`config.mk`:
```
export PLATFORM = sky130hd
export DESIGN_NAME = alu_bist_seq
export DESIGN_NICKNAME = d
export VERILOG_FILES = /design/src/rtl/alu_bist_seq.sv
export SDC_FILE = /design/constraint.sdc
export NUM_CORES = 1
export LEC_CHECK = 0
export ABC_AREA = 1
export BUFFER_PORTS_ARGS = -buffer_cell sky130_fd_sc_hd__buf_2
export CAP_MARGIN = 20
export CORE_UTILIZATION = 50
export CTS_BUF_LIST = sky130_fd_sc_hd__clkbuf_8 sky130_fd_sc_hd__clkbuf_16
export CTS_CLUSTER_DIAMETER = 120
export DETAILED_ROUTE_END_ITERATION = 7
export PLACE_DENSITY = 0.75
export SYNTH_ARGS = -nofsm -noshare
export SYNTH_HDL_FRONTEND = slang
export SYNTH_SLANG_ARGS = --single-unit
export TNS_END_PERCENT = 20
```
`constraint.sdc`:
```
create_clock -name clk -period 1.56 [get_ports clk]
set_input_delay 0.234 -clock clk [delete_from_list [all_inputs] [get_ports clk]]
set_output_delay 0.234 -clock clk [all_outputs]
set_load 0.005 [all_outputs]
```
`src/rtl/alu_bist_seq.sv`:
```
// alu_bist_seq: self-test sequencer for the 8-bit ALU. It sweeps every opcode with
// LFSR operand pairs, folds each result into a 16-bit MISR and, at the end of the
// sweep, compares the signature against a golden value.
module alu_bist_seq #(
    parameter int          NUM_OPS    = 14,
    parameter int          ROUNDS     = 16,
    parameter logic [15:0] LFSR_SEED  = 16'hACE1,
    parameter logic [15:0] GOLDEN_SIG = 16'h0000
) (
    input  logic        clk,
    input  logic        rst_n,
    input  logic        start,
    input  logic        abort,
    output logic [3:0]  alu_ctrl,
    output logic [7:0]  alu_x,
    output logic [7:0]  alu_y,
    input  logic [7:0]  alu_out,
    input  logic        alu_carry,
    output logic        busy,
    output logic        done,
    output logic        pass,
    output logic [15:0] signature
);

    localparam int         RW     = (ROUNDS > 1) ? $clog2(ROUNDS) : 1;
    localparam logic [3:0] OP_NOP = 4'b1101;

    typedef enum logic [1:0] {
        S_IDLE,
        S_APPLY,
        S_CAPTURE,
        S_DONE
    } state_t;

    state_t          r_state;
    state_t          w_next;
    logic [15:0]     r_lfsr;
    logic [15:0]     r_misr;
    logic [3:0]      r_op;
    logic [RW-1:0]   r_round;
    logic [3:0]      r_ctrl;
    logic [7:0]      r_x;
    logic [7:0]      r_y;
    logic            r_pass;

    logic            w_start;
    logic            w_capture;
    logic            w_abort_run;
    logic            w_round_wrap;
    logic            w_last;
    logic            w_carry_in;
    logic [15:0]     w_lfsr_next;
    logic [15:0]     w_misr_next;
    logic [3:0]      w_op_next;
    logic [RW-1:0]   w_round_next;

    assign w_round_wrap = (r_round == RW'(ROUNDS - 1));
    assign w_last       = (r_op == 4'(NUM_OPS - 1)) && w_round_wrap;
    assign w_lfsr_next  = {r_lfsr[14:0], r_lfsr[15] ^ r_lfsr[13] ^ r_lfsr[12] ^ r_lfsr[10]};
    // Carry is only meaningful for Add (0) and Sub (1); other opcodes contribute 0.
    assign w_carry_in   = (r_op <= 4'd1) ? alu_carry : 1'b0;
    assign w_misr_next  = {r_misr[14:0], r_misr[15] ^ r_misr[13] ^ r_misr[12] ^ r_misr[10]}
                          ^ {7'b0, w_carry_in, alu_out};
    assign w_op_next    = w_round_wrap ? (r_op + 4'd1) : r_op;
    assign w_round_next = w_round_wrap ? '0 : (r_round + RW'(1));

    // State register
    always_ff @(posedge clk or negedge rst_n) begin
        if (!rst_n) begin
            r_state <= S_IDLE;
        end else begin
            r_state <= w_next;
        end
    end

    // Next-state decode plus the one-cycle strobes that steer the datapath
    always_comb begin
        w_next      = r_state;
        w_start     = 1'b0;
        w_capture   = 1'b0;
        w_abort_run = 1'b0;
        case (r_state)
            S_IDLE: begin
                if (start && !abort) begin
                    w_next  = S_APPLY;
                    w_start = 1'b1;
                end
            end
            S_APPLY: begin
                if (abort) begin
                    w_next      = S_IDLE;
                    w_abort_run = 1'b1;
                end else begin
                    w_next = S_CAPTURE;
                end
            end
            S_CAPTURE: begin
                if (abort) begin
                    w_next      = S_IDLE;
                    w_abort_run = 1'b1;
                end else begin
                    w_capture = 1'b1;
                    w_next    = w_last ? S_DONE : S_APPLY;
                end
            end
            S_DONE: begin
                w_next = S_IDLE;
            end
            default: begin
                w_next = S_IDLE;
            end
        endcase
    end

    // Datapath: vector generation, signature compaction and the pass flag
    always_ff @(posedge clk or negedge rst_n) begin
        if (!rst_n) begin
            r_lfsr  <= '0;
            r_misr  <= '0;
            r_op    <= '0;
            r_round <= '0;
            r_ctrl  <= OP_NOP;
            r_x     <= '0;
            r_y     <= '0;
            r_pass  <= 1'b0;
        end else if (w_start) begin
            r_lfsr  <= LFSR_SEED;
            r_misr  <= '0;
            r_op    <= '0;
            r_round <= '0;
            r_ctrl  <= 4'd0;
            r_x     <= LFSR_SEED[15:8];
            r_y     <= LFSR_SEED[7:0];
            r_pass  <= 1'b0;
        end else if (w_capture) begin
            r_misr <= w_misr_next;
            if (w_last) begin
                r_ctrl <= OP_NOP;
                r_x    <= '0;
                r_y    <= '0;
            end else begin
                r_lfsr  <= w_lfsr_next;
                r_op    <= w_op_next;
                r_round <= w_round_next;
                r_ctrl  <= w_op_next;
                r_x     <= w_lfsr_next[15:8];
                r_y     <= w_lfsr_next[7:0];
            end
        end else if (w_abort_run) begin
            r_ctrl <= OP_NOP;
            r_x    <= '0;
            r_y    <= '0;
            r_pass <= 1'b0;
        end else if (r_state == S_DONE) begin
            r_pass <= (r_misr == GOLDEN_SIG);
        end
    end

    assign alu_ctrl  = r_ctrl;
    assign alu_x     = r_x;
    assign alu_y     = r_y;
    assign busy      = (r_state != S_IDLE);
    assign done      = (r_state == S_DONE);
    assign pass      = r_pass;
    assign signature = r_misr;

endmodule

```
==> flow_summary.rst <==
.. list-table::
   :header-rows: 1

   * - Metric
     - Value
   * - Number of clock buffers inserted by TritonCTS
     - 9
   * - Total wire length after detailed routing
     - 7290 µm
   * - Synthesized area per cell
     - 8.93 µm²
   * - Setup slack after placement
     - -0.0524 ns
   * - Overall power
     - 6.79 mW
   * - Site Rows
     - 27
   * - Clock Power Share
     - 23.3%
   * - Type of origin of the critical path
     - flop
   * - Vias per cell
     - 5.17
   * - Fin worst setup slack
     - 0.0137 ns
   * - Worst path arrival time
     - 1.83 ns
   * - Maximum achievable frequency
     - 647 MHz
   * - Final layout net count
     - 435
   * - Status
     - completed
   * - Peak VDD IR
     - 1030 µV
   * - Count of input and output buffers
     - 51
   * - Share of the clock period used by the worst path after layout
     - 99.1%
   * - Most used cells in the layout excluding fill and tap cells
     - nand2_1 (120), dfrtp_1 (59), buf_2 (51), inv_1 (24), buf_4 (18)
   * - # diodes
     - 0
   * - Effective utilization at floorplan
     - 52.5%
   * - Critical path peak fanout
     - 5
   * - # clock sinks
     - 63
   * - Yosys synthesis warning count
     - 0
   * - Slew Viols, Final
     - 0
   * - Delay of the slowest cell on the worst path
     - 0.43 ns
   * - Crit path required time
     - 1.84 ns
   * - Sum of buffers and inverters on the critical path
     - 3
   * - Busiest grt layer
     - met2
   * - Area of the die
     - 0.00617 mm²
   * - Iteration count of the initial detailed-routing pass
     - 4
   * - Netlist area before placement
     - 0.00293 mm²
   * - Relative slew slack
     - 77.6%
   * - Share of cells above drive strength 1
     - 32.3%
   * - Die Ht
     - 78.5 µm
   * - Flop and latch count out of synthesis
     - 63
   * - Cell variety after synth
     - 28
   * - Path depth of the worst reg2reg path
     - 9
   * - Setup repair after global routing missed its margin
     - true
   * - Worst path depth
     - 9
   * - Type of the setup path with the least slack
     - reg2reg
   * - Gate power share
     - 39.8%
   * - Type of element capturing the critical path
     - flop
   * - Fin Clk Skew
     - 0.00805 ns
   * - Number of design-rule violations left by the first detailed-router iteration
     - 161
   * - Global route overflow
     - 0
   * - Kind of cell with the highest combined delay on the critical path
     - simple AND/OR/NAND/NOR gates
   * - Final critical-path required period
     - 1.55 ns
   * - Proportion of power drawn by flip-flops and latches
     - 36.9%
   * - Max clock buf depth
     - 2
   * - Largest net degree at the start of global routing
     - 64
   * - Setup TNS Final
     - 0 ns
   * - Internal Pwr Total
     - 4.34 mW
   * - Net Count, Synth
     - 350
   * - End-of-flow core utilization
     - 69.4%
   * - Post-DRT Antenna Nets
     - 0
   * - Grt met2 use
     - 42.9%
   * - CTS tree
     - built
   * - Final setup fails
     - 0
   * - Last weighted congestion value of the routability-driven placer
     - 0.841
   * - Slew @ Worst Pin
     - 0.336 ns
   * - Met1 track utilization from global routing
     - 30.5%
   * - Switching share of total power
     - 36.1%
   * - Net Switching
     - 2.45 mW
   * - Antenna violations before repair
     - 0
   * - First-pass GRT wire length
     - 11700 µm
   * - Critical-path top delay cell
     - dfrtp_2
   * - Vias in the first global route
     - 2510
   * - Met3 usage in global routing
     - 6.28%
   * - Number of placed I/O pins
     - 52
   * - Die span in x
     - 78.5 µm
   * - Number of levels the H-tree was split into
     - 3
   * - Number of instances on the worst hold path
     - 3
   * - Clock tree root buffer cell
     - clkbuf_8
   * - Remaining DRCs
     - 0
   * - Number of endpoints with negative hold slack in the final report
     - 0
   * - Min-delay worst type
     - in2reg
   * - Core region area
     - 0.00557 mm²
   * - Most common cell after layout, fill and taps aside
     - nand2_1
   * - Layout-stage area growth over the synthesis result
     - 32.1%
   * - Routed wire per std cell
     - 14.9 µm
   * - Max_cap viols
     - 0
   * - Areal power density over the cells
     - 1750 mW/mm²
   * - Share of the yosys chip area belonging to registers
     - 54.0%
   * - Cell-by-cell trace of the critical path
     - buf_6, ha_4, nand2_4, nand2_4, nor2_4, buf_12, clkbuf_16, nand2_1, nand2_1
   * - Vias after detailed routing
     - 2535
   * - Detailed Place HPWL
     - 4450 µm
   * - Cell count after synthesis
     - 328
   * - Worst skew pair latency
     - 0.34 ns
   * - Global routing usage summed across all routing layers
     - 25.2%
   * - Clock slew at reported path FFs
     - 0.07 ns
   * - Leakage
     - 2.09 nW
worst paths after layout:
path | startpoint | end | slack, ns
min in group asynchronous | rst_n | r_op[0] | 0.41
worst max-delay path | r_state[1] | alu_ctrl[1] | 0.01
worst max register to register | r_state[1] | alu_ctrl[1] | 0.01
worst min-delay path | alu_out[7] | signature[7] | 0.19
worst min register to register | alu_ctrl[2] | alu_ctrl[2] | 0.47
max in group asynchronous | rst_n | alu_ctrl[2] | 0.82
sequential cells by signal (all words and copies together), names as in the netlist:
register and cells:
r_round 4, alu_x 8, r_op 4, alu_y 8, pass 1, alu_ctrl 4
r_lfsr 16, signature 16, r_state 2
per-stage QoR:
| step | hold slack (ns) | area [µm²] | cells |
|---|---|---|---|
| after CTS | 0.188 | 3660 | 481 |
| after floorplan | -0.0616 | 2930 | 328 |
| final | 0.193 | 3870 | 490 |
| after global placement | 0.270 | 3400 | 462 |
| after detailed placement | 0.274 | 3400 | 462 |
| after global routing | 0.201 | 3870 | 490 |
kinds of logic after synthesis:
logic type                 count (synthesis)  share of synthesized area, %
buffers and inverters                     35                          5.04
AOI/OAI and AO/OA                         38                          8.24
adders and majority gates                  9                          3.84
and+or+nand+nor                          171                          25.3
xor gates and xnor gates                  12                          3.59
DFF                                       63                          54.0
power groups by stage:
stage | combinational (mW) | clock, mW | sequential (mW)
2_1_floorplan | 1.26 | 0 | 2.48
3_3_place_gp | 2.02 | 0 | 2.49
3_5_place_dp | 2.08 | 0 | 2.50
4_1_cts | 2.15 | 1.60 | 2.48
5_1_grt | 3.00 | 1.68 | 2.56
6_report | 2.70 | 1.59 | 2.50
final cells by class:
type | count | area (µm²)
inverters | 29 | 109
multi-input cells | 231 | 1300
well taps | 72 | 90.1
clock inverters | 6 | 85.1
flip-flops and latches | 63 | 1580
fillers | 425 | 1700
repair buffers | 79 | 564
clock buffers | 10 | 138
layer usage:
metal  up-vias  wire, µm
li1       1219         -
met1      1207      2970
met2        94      3740
met3        15       431
met4         0       156
met5         -         0
worst register-to-register path, cell delays in order, from the launching register on:
cell and delay (ns):
dfrtp_2 0.43, buf_6 0.13, ha_4 0.16, nand2_4 0.08, nand2_4 0.06, nor2_4 0.23
buf_12 0.15, clkbuf_16 0.13, nand2_1 0.05, nand2_1 0.07
timing repair:
action / CTS / global route
buffers inserted: 1 / 6
hold buffers: 1 / 0
gates cloned: 1 / 3
endpoints found under the hold margin: 60 / 0
pin swaps: 2 / 9
setup endpoints to repair: 19 / 53
resized for setup: 5 / 23
synthesized netlist by cell type:
library cell / n / share of area, %
nand2_2: 3 / 0.64
buf_6: 1 / 0.38
nor2_1: 12 / 1.5
nand3_4: 2 / 1.2
nand2_1: 123 / 16
nor2_4: 2 / 0.77
buf_2: 4 / 0.68
o22ai_1: 9 / 1.9
inv_2: 3 / 0.38
o21bai_1: 1 / 0.26
o21ai_1: 1 / 0.17
nand3b_1: 2 / 0.51
or2_2: 3 / 0.64
xor2_1: 2 / 0.60
inv_1: 26 / 3.3
o21ai_4: 1 / 0.56
nand3_1: 19 / 3.2
dfrtp_1: 60 / 51
buf_4: 1 / 0.26
o21ai_0: 14 / 2.4
dfstp_2: 3 / 2.7
nor2_2: 2 / 0.43
xnor2_1: 10 / 3.0
nand4_1: 2 / 0.43
nor3_1: 1 / 0.17
a21oi_1: 5 / 0.85
a21oi_2: 7 / 2.1
ha_1: 9 / 3.8
(Power assumes the default switching activity.)
